--- config.mk ---
export PLATFORM = sky130hd
export DESIGN_NAME = am_dds_mod_pipe
export DESIGN_NICKNAME = d
export VERILOG_FILES = /design/src/rtl/am_dds_mod_pipe.sv
export SDC_FILE = /design/constraint.sdc
export NUM_CORES = 1
export LEC_CHECK = 0
export ABC_AREA = 1
export BUFFER_PORTS_ARGS = -buffer_cell sky130_fd_sc_hd__buf_4
export CORE_MARGIN = 2
export CORE_UTILIZATION = 45
export CTS_BUF_LIST = sky130_fd_sc_hd__clkbuf_16
export CTS_CLUSTER_SIZE = 14
export DETAILED_ROUTE_END_ITERATION = 12
export GPL_ROUTABILITY_DRIVEN = 0
export HOLD_SLACK_MARGIN = 0.02
export PLACE_DENSITY = 0.66
export SLEW_MARGIN = 20
export SYNTH_ARGS = -nofsm -noshare
export SYNTH_HDL_FRONTEND = slang
export SYNTH_SLANG_ARGS = --single-unit
--- constraint.sdc ---
create_clock -name clk -period 8.33 [get_ports clk]
set_input_delay 1.666 -clock clk [delete_from_list [all_inputs] [get_ports clk]]
set_output_delay 1.666 -clock clk [all_outputs]
set_load 0.01 [all_outputs]
--- src/rtl/am_dds_mod_pipe.sv ---
// Pipelined DDS amplitude modulator: quarter-wave sine carrier times streamed message (DSB-SC, DSB-LC, carrier only).
// Optional phase dither (spreads truncation spurs) is enabled by defining AM_DDS_PHASE_DITHER_EN.
module am_dds_mod_pipe #(
   parameter int PHASE_W = 32,
   parameter int LUT_AW  = 6,
   parameter int C_W     = 16,
   parameter int MSG_W   = 16,
   parameter int OUT_W   = 16
) (
   input  logic                    clk,
   input  logic                    rst,
   input  logic [PHASE_W-1:0]      cfg_freq,
   input  logic [PHASE_W-1:0]      cfg_phase_off,
   input  logic                    cfg_phase_load,
   input  logic [1:0]              cfg_mode,
   input  logic [MSG_W-1:0]        cfg_carrier_lvl,
   input  logic                    in_valid,
   output logic                    in_ready,
   input  logic signed [MSG_W-1:0] in_msg,
   output logic                    out_valid,
   input  logic                    out_ready,
   output logic signed [OUT_W-1:0] out_data
);

   typedef enum logic [1:0] {
      MODE_DSB_SC  = 2'b00,
      MODE_DSB_LC  = 2'b01,
      MODE_CARRIER = 2'b10,
      MODE_RSVD    = 2'b11
   } mode_e;

   localparam int LUT_N   = 2 ** LUT_AW;
   localparam int TRUNC_W = PHASE_W - 2 - LUT_AW;
   localparam int S_W     = MSG_W + 1;
   localparam int P_W     = S_W + C_W;
   localparam int SH      = MSG_W + C_W - OUT_W - 1;

   localparam logic signed [MSG_W+1:0] S_MAX   = (MSG_W+2)'((1 << MSG_W) - 1);
   localparam logic signed [P_W-1:0]   RND     = P_W'(1) << (SH - 1);
   localparam logic signed [P_W-1:0]   OUT_MAX = (P_W'(1) << (OUT_W - 1)) - P_W'(1);
   localparam logic signed [P_W-1:0]   OUT_MIN = -OUT_MAX;

   // Quarter-wave table built at elaboration from a Taylor series (plain real arithmetic only).
   function automatic logic [LUT_N*C_W-1:0] build_rom();
      logic [LUT_N*C_W-1:0] tbl;
      real amp, x, term, acc;
      int  v;
      tbl = '0;
      amp = real'((longint'(1) << (C_W - 1)) - 1);
      for (int k = 0; k < LUT_N; k++) begin
         x    = 1.5707963267948966 * (real'(k) + 0.5) / real'(LUT_N);
         term = x;
         acc  = x;
         for (int n = 1; n < 10; n++) begin
            term = -term * x * x / real'((2 * n) * (2 * n + 1));
            acc  = acc + term;
         end
         v = $rtoi(amp * acc + 0.5);
         tbl[k*C_W +: C_W] = C_W'(v);
      end
      return tbl;
   endfunction

   localparam logic [LUT_N*C_W-1:0] ROM = build_rom();

   logic                    w_adv;
   logic                    w_accept;
   logic [1:0]              w_quad;
   logic [LUT_AW-1:0]       w_idx;
   logic [PHASE_W-1:0]      r_acc;

   // The whole pipeline moves as one: it advances whenever the output slot is free or being drained.
   assign w_adv    = out_ready | ~out_valid;
   assign in_ready = w_adv & ~rst;
   assign w_accept = in_valid & in_ready;

   // NOTE: sequential state uses non-blocking assignments so every register samples pre-edge values.
   always_ff @(posedge clk) begin
      if (rst)
         r_acc <= '0;
      else if (cfg_phase_load)
         r_acc <= cfg_phase_off;
      else if (w_accept)
         r_acc <= r_acc + cfg_freq;
   end

`ifdef AM_DDS_PHASE_DITHER_EN
   localparam int DITH_W = (TRUNC_W < 16) ? TRUNC_W : 16;

   logic [15:0]        r_lfsr;
   logic               w_lfsr_fb;
   logic [PHASE_W-1:0] w_phase_dith;
   logic               w_unused_trunc;

   assign w_lfsr_fb = r_lfsr[15] ^ r_lfsr[13] ^ r_lfsr[12] ^ r_lfsr[10];

   always_ff @(posedge clk) begin
      if (rst)
         r_lfsr <= 16'hACE1;
      else if (w_accept)
         r_lfsr <= {r_lfsr[14:0], w_lfsr_fb};
   end

   assign w_phase_dith   = r_acc + PHASE_W'(r_lfsr[DITH_W-1:0]);
   assign w_quad         = w_phase_dith[PHASE_W-1 -: 2];
   assign w_idx          = w_phase_dith[PHASE_W-3 -: LUT_AW];
   assign w_unused_trunc = ^{w_phase_dith[TRUNC_W-1:0], r_lfsr};
`else
   assign w_quad = r_acc[PHASE_W-1 -: 2];
   assign w_idx  = r_acc[PHASE_W-3 -: LUT_AW];
`endif

   logic                    r_s1_valid;
   logic [1:0]              r_s1_quad;
   logic [LUT_AW-1:0]       r_s1_idx;
   logic signed [MSG_W-1:0] r_s1_msg;
   logic [MSG_W-1:0]        r_s1_lvl;
   mode_e                   r_s1_mode;

   logic                    r_s2_valid;
   logic signed [C_W-1:0]   r_s2_carrier;
   logic signed [MSG_W-1:0] r_s2_msg;
   logic [MSG_W-1:0]        r_s2_lvl;
   mode_e                   r_s2_mode;

   logic                    r_s3_valid;
   logic signed [P_W-1:0]   r_s3_prod;
   logic signed [C_W-1:0]   r_s3_carrier;
   mode_e                   r_s3_mode;

   logic                    r_out_valid;
   logic signed [OUT_W-1:0] r_out_data;

   logic [LUT_AW-1:0]       w_rom_addr;
   logic signed [C_W-1:0]   w_rom_val;
   logic signed [MSG_W+1:0] w_sum_wide;
   logic signed [S_W-1:0]   w_s;
   logic signed [P_W-1:0]   w_rnd;
   logic signed [P_W-1:0]   w_shifted;
   logic signed [OUT_W-1:0] w_s4_data;

   // Odd quadrants walk the table backwards; the lower half-cycle is the mirror image.
   assign w_rom_addr = r_s1_quad[0] ? ~r_s1_idx : r_s1_idx;
   assign w_rom_val  = ROM[int'(w_rom_addr)*C_W +: C_W];

   // The DC level only ever pushes the sum upward, so clipping the top keeps it in S_W bits.
   assign w_sum_wide = (MSG_W+2)'(r_s2_msg) + $signed({2'b00, r_s2_lvl});

   always_comb begin
      w_s = S_W'(r_s2_msg);
      if (r_s2_mode == MODE_DSB_LC)
         w_s = (w_sum_wide > S_MAX) ? S_W'(S_MAX) : S_W'(w_sum_wide);
   end

   assign w_rnd     = r_s3_prod + RND;
   assign w_shifted = w_rnd >>> SH;

   always_comb begin
      w_s4_data = '0;
      unique case (r_s3_mode)
         MODE_DSB_SC, MODE_DSB_LC: begin
            if (w_shifted > OUT_MAX)
               w_s4_data = OUT_W'(OUT_MAX);
            else if (w_shifted < OUT_MIN)
               w_s4_data = OUT_W'(OUT_MIN);
            else
               w_s4_data = OUT_W'(w_shifted);
         end
         MODE_CARRIER: w_s4_data = OUT_W'(r_s3_carrier >>> (C_W - OUT_W));
         default:      w_s4_data = '0;
      endcase
   end

   always_ff @(posedge clk) begin
      if (rst) begin
         r_s1_valid   <= 1'b0;
         r_s1_quad    <= '0;
         r_s1_idx     <= '0;
         r_s1_msg     <= '0;
         r_s1_lvl     <= '0;
         r_s1_mode    <= MODE_DSB_SC;
         r_s2_valid   <= 1'b0;
         r_s2_carrier <= '0;
         r_s2_msg     <= '0;
         r_s2_lvl     <= '0;
         r_s2_mode    <= MODE_DSB_SC;
         r_s3_valid   <= 1'b0;
         r_s3_prod    <= '0;
         r_s3_carrier <= '0;
         r_s3_mode    <= MODE_DSB_SC;
         r_out_valid  <= 1'b0;
         r_out_data   <= '0;
      end else if (w_adv) begin
         r_s1_valid   <= w_accept;
         r_s1_quad    <= w_quad;
         r_s1_idx     <= w_idx;
         r_s1_msg     <= in_msg;
         r_s1_lvl     <= cfg_carrier_lvl;
         r_s1_mode    <= mode_e'(cfg_mode);

         r_s2_valid   <= r_s1_valid;
         r_s2_carrier <= r_s1_quad[1] ? -w_rom_val : w_rom_val;
         r_s2_msg     <= r_s1_msg;
         r_s2_lvl     <= r_s1_lvl;
         r_s2_mode    <= r_s1_mode;

         r_s3_valid   <= r_s2_valid;
         r_s3_prod    <= P_W'(w_s) * P_W'(r_s2_carrier);
         r_s3_carrier <= r_s2_carrier;
         r_s3_mode    <= r_s2_mode;

         r_out_valid  <= r_s3_valid;
         r_out_data   <= w_s4_data;
      end
   end

   assign out_valid = r_out_valid;
   assign out_data  = r_out_data;

endmodule

==> key figures <==
Outcome
  • Result of the run: complete, no violations

Power and ir drop
  • Final Total Pwr: 5.62 mW
  • Reported leakage power: 12.0 nW
  • Proportion of power drawn by combinational gates: 0.646
  • Max IR drop VDD: 0.183 mV
  • Switching power: 2.80 mW
  • Cell internal pwr: 2.82 mW
  • Share of power burned in the clock network: 0.147
  • Share of total power consumed by net switching: 0.498
  • Ratio of total power to cell area: 234 mW/mm2
  • Sequential group share of total power: 0.206

Finish
  • Design Area, Final: 0.0241 mm2
  • Net count reported at finish: 3578
  • Most frequent standard cell in the layout excluding fill and tap cells: sky130_fd_sc_hd__nand2_1
  • Most frequent cells in the layout: sky130_fd_sc_hd__nand2_1 (559), sky130_fd_sc_hd__inv_1 (552), sky130_fd_sc_hd__nor2_1 (347)
  • Antenna diode count: 0
  • Post-synthesis to final-layout area growth: 11.8%
  • Layout cells sized above 1: 0.0983

Critical path
  • Stage delay of the slowest cell on the critical path: 560 ps
  • Reg-to-reg critical path startpoint: r_s2_lvl[0]
  • CP Max Fanout: 9
  • Worst setup path startpoint: r_s2_lvl[0]
  • Cell occurring most often along the worst timing path: sky130_fd_sc_hd__nand2_1
  • Kind of start point of the critical path: register
  • Crit. End Element: register
  • Required time at the endpoint of the critical path: 8670 ps
  • Number of buffer and inverter stages on the critical path: 9
  • Cell with the biggest individual delay on the critical path: sky130_fd_sc_hd__fa_1
  • Critical Path AT: 8240 ps
  • Worst path top cell family by delay: adder cells
  • Setup Crit Path Kind: reg2reg

Synthesis
  • Mean instance size in the synthesized netlist: 7.29 um2
  • Distinct cell type count of the synthesized netlist: 58
  • Number of flip-flops and latches in the synthesized netlist: 181
  • Number of enable flip-flop cells after synthesis: 0
  • FFs w/ async S/R, synth: 0
  • YS warnings: 0
  • Post-synth top flop: sky130_fd_sc_hd__dfxtp_1
  • Cell area after synthesis: 0.0215 mm2
  • Leading post-synthesis cells by cell area: sky130_fd_sc_hd__fa_1 (26%), sky130_fd_sc_hd__dfxtp_1 (17%), sky130_fd_sc_hd__nand2_1 (9.9%), sky130_fd_sc_hd__inv_1 (9.7%), sky130_fd_sc_hd__ha_1 (8.1%)
  • Gate count of the mapped netlist: 2954
  • Net Count, Synth: 3473
  • Leading area contributor after synthesis: sky130_fd_sc_hd__fa_1
  • Register area share after synthesis: 0.168
  • Post-synth top area share: 0.258

Clocking
  • Worst-skew pair later-pin latency: 440 ps
  • Clock Sinks: 181
  • Clock edge transition at the registers on the reported setup and hold paths: 80 ps
  • H-tree Lvls: 4
  • Hold buffer count at CTS: 0
  • Deepest clock path buffer count: 2
  • Number of buffers inserted during clock tree synthesis: 17
  • CTS root buffer: sky130_fd_sc_hd__clkbuf_16
  • CTS tree: built

Flow run
  • Number of max-cap violations: 0

Timing
  • Worst Setup Slack, final: 430 ps
  • Shortest period the worst path allows: 7900 ps
  • Portion of the clock cycle consumed by the worst path in the final layout: 0.948
  • Post-route clock skew: 14.1 ps
  • Highest clock frequency the design can meet: 127 MHz
  • Final total negative setup slack: 0 ps
  • Final hold violation count: 0
  • Relative slew margins: 0.386
  • Slew @ Worst Pin: 915 ps
  • Worst-case hold slack: 468 ps
  • Number of setup violations in the final report: 0
  • Number of max-slew violations in the final report: 0
  • Unrepaired setup endpoints after global routing: yes

Floorplanning
  • Total number of placement rows: 80
  • Die X-Extent: 223 um
  • Die span in y: 223 um
  • Starting utilization of the core area: 0.454
  • Overall die area: 0.0496 mm2
  • Area of the core: 0.0474 mm2
  • I/O Pins: 121

GRT
  • Global-route usage over all layers: 0.254
  • Global-route wire length before repair: 101 mm
  • Global route overflow: 0
  • Vias in the first global route: 19600
  • Initial antenna violation count: 0
  • Largest net degree at the start of global routing: 90

Placement
  • Cell area reported after detailed placement: 0.0231 mm2
  • Final HPWL from detailed placement: 49.9 mm
  • Quantity of I/O buffers inserted on ports: 120
  • Worst slack, placed: 23.5 ps

Route
  • Final wirelength: 62.6 mm
  • Pre-antenna DRT Iters: 6
  • Post-DR vias/cell: 5.37
  • Antenna viol nets, final: 0
  • Via Count: 19800
  • DRC Markers: 0
  • DRC marker count from the first detailed-route iteration: 1998
  • Average wire per standard cell: 17.0 um

Worst hold path
  • Origin of the worst min-delay path: r_s2_valid
  • Worst hold path type: reg2reg
[synthesized netlist by cell type (all sizes together), types with 5 or more instances]
cell type  number
or2             5
nor3           20
o22ai          33
o211ai         13
xor2           51
o21ai         211
fa            277
nor4            6
nand4          15
nor2          356
xnor2          27
a21o           11
nand3          99
o21a           12
a31oi          23
a21oi         167
o221ai          8
dfxtp         181
clkinv         18
o31ai           5
nand2         589
ha            139
buf            18
clkbuf         74
inv           569
[final timing paths]
kind                    to  slack [ps]  depth (start not counted)
max          r_s3_prod[32]         430                         41
min             r_s3_valid         470                          2
max reg2reg  r_s3_prod[32]         430                         41
min reg2reg     r_s3_valid         470                          2
[flip-flops by register name, indices dropped and copies added, names as in the netlist, 6 cells and up]
| signal | cells |
|---|---|
| r_acc | 32 |
| r_s3_prod | 19 |
| out_data | 16 |
| r_s1_lvl | 16 |
| r_s1_msg | 16 |
| r_s2_carrier | 16 |
| r_s2_lvl | 16 |
| r_s2_msg | 16 |
| r_s3_carrier | 16 |
| r_s1_idx | 6 |
[cell families after synthesis]
group	share of synthesized area
and+or+nand+nor	0.207
DFF	0.168
adders and majority gates	0.338
buffers and inverters	0.121
AOI/OAI and AO/OA	0.131
xor gates and xnor gates	0.0347
[worst register-to-register path: cells and delay by family (launching register included)]
family | cells | cell delay [ps]
AOI/OAI and AO/OA | 1 | 160
adders and majority gates | 9 | 4110
buffers and inverters | 9 | 1090
DFF | 1 | 330
and+or+nand+nor | 22 | 2140
[stage by stage]
stage,instances,util
6_report,3687,0.507
5_1_grt,3687,0.507
4_1_cts,3662,0.499
3_5_place_dp,3630,0.486
3_3_place_gp,3630,0.486
2_1_floorplan,2954,-
[routing by layer]
metal / global-route usage / wire length, um / vias up
met3: 0.0413 / 4970 / 142
li1: - / - / 9380
met1: 0.349 / 26600 / 9459
met4: 0.0786 / 1960 / 0
met5: 0 / 0 / -
met2: 0.412 / 29100 / 834
[final cells by class]
type,count,area [um2]
Multi-Input combinational cell,2094,15500
Inverter,587,2230
Clock buffer,17,425
Timing Repair inverter,1,7.51
Tap cell,615,769
Clock inverter,15,164
Fill cell,4722,23400
Timing Repair Buffer,177,1350
Sequential cell,181,3620
[power by group through the flow]
stage	registers, mW	clock network, mW	logic (mW)
final	1.16	0.827	3.63
after global routing	1.17	0.877	4.10
after CTS	1.15	0.840	3.46
after detailed placement	1.17	0	3.42
after global placement	1.17	0	3.38
after floorplan	1.10	0	2.47
[timing repair]
action,in CTS,in global routing
gates resized for setup,1,48
setup buffers,0,24
hold endpoints to repair,0,0
endpoints found under the setup margin,2,19
gates cloned,0,1
(Power assumes the default switching activity.)
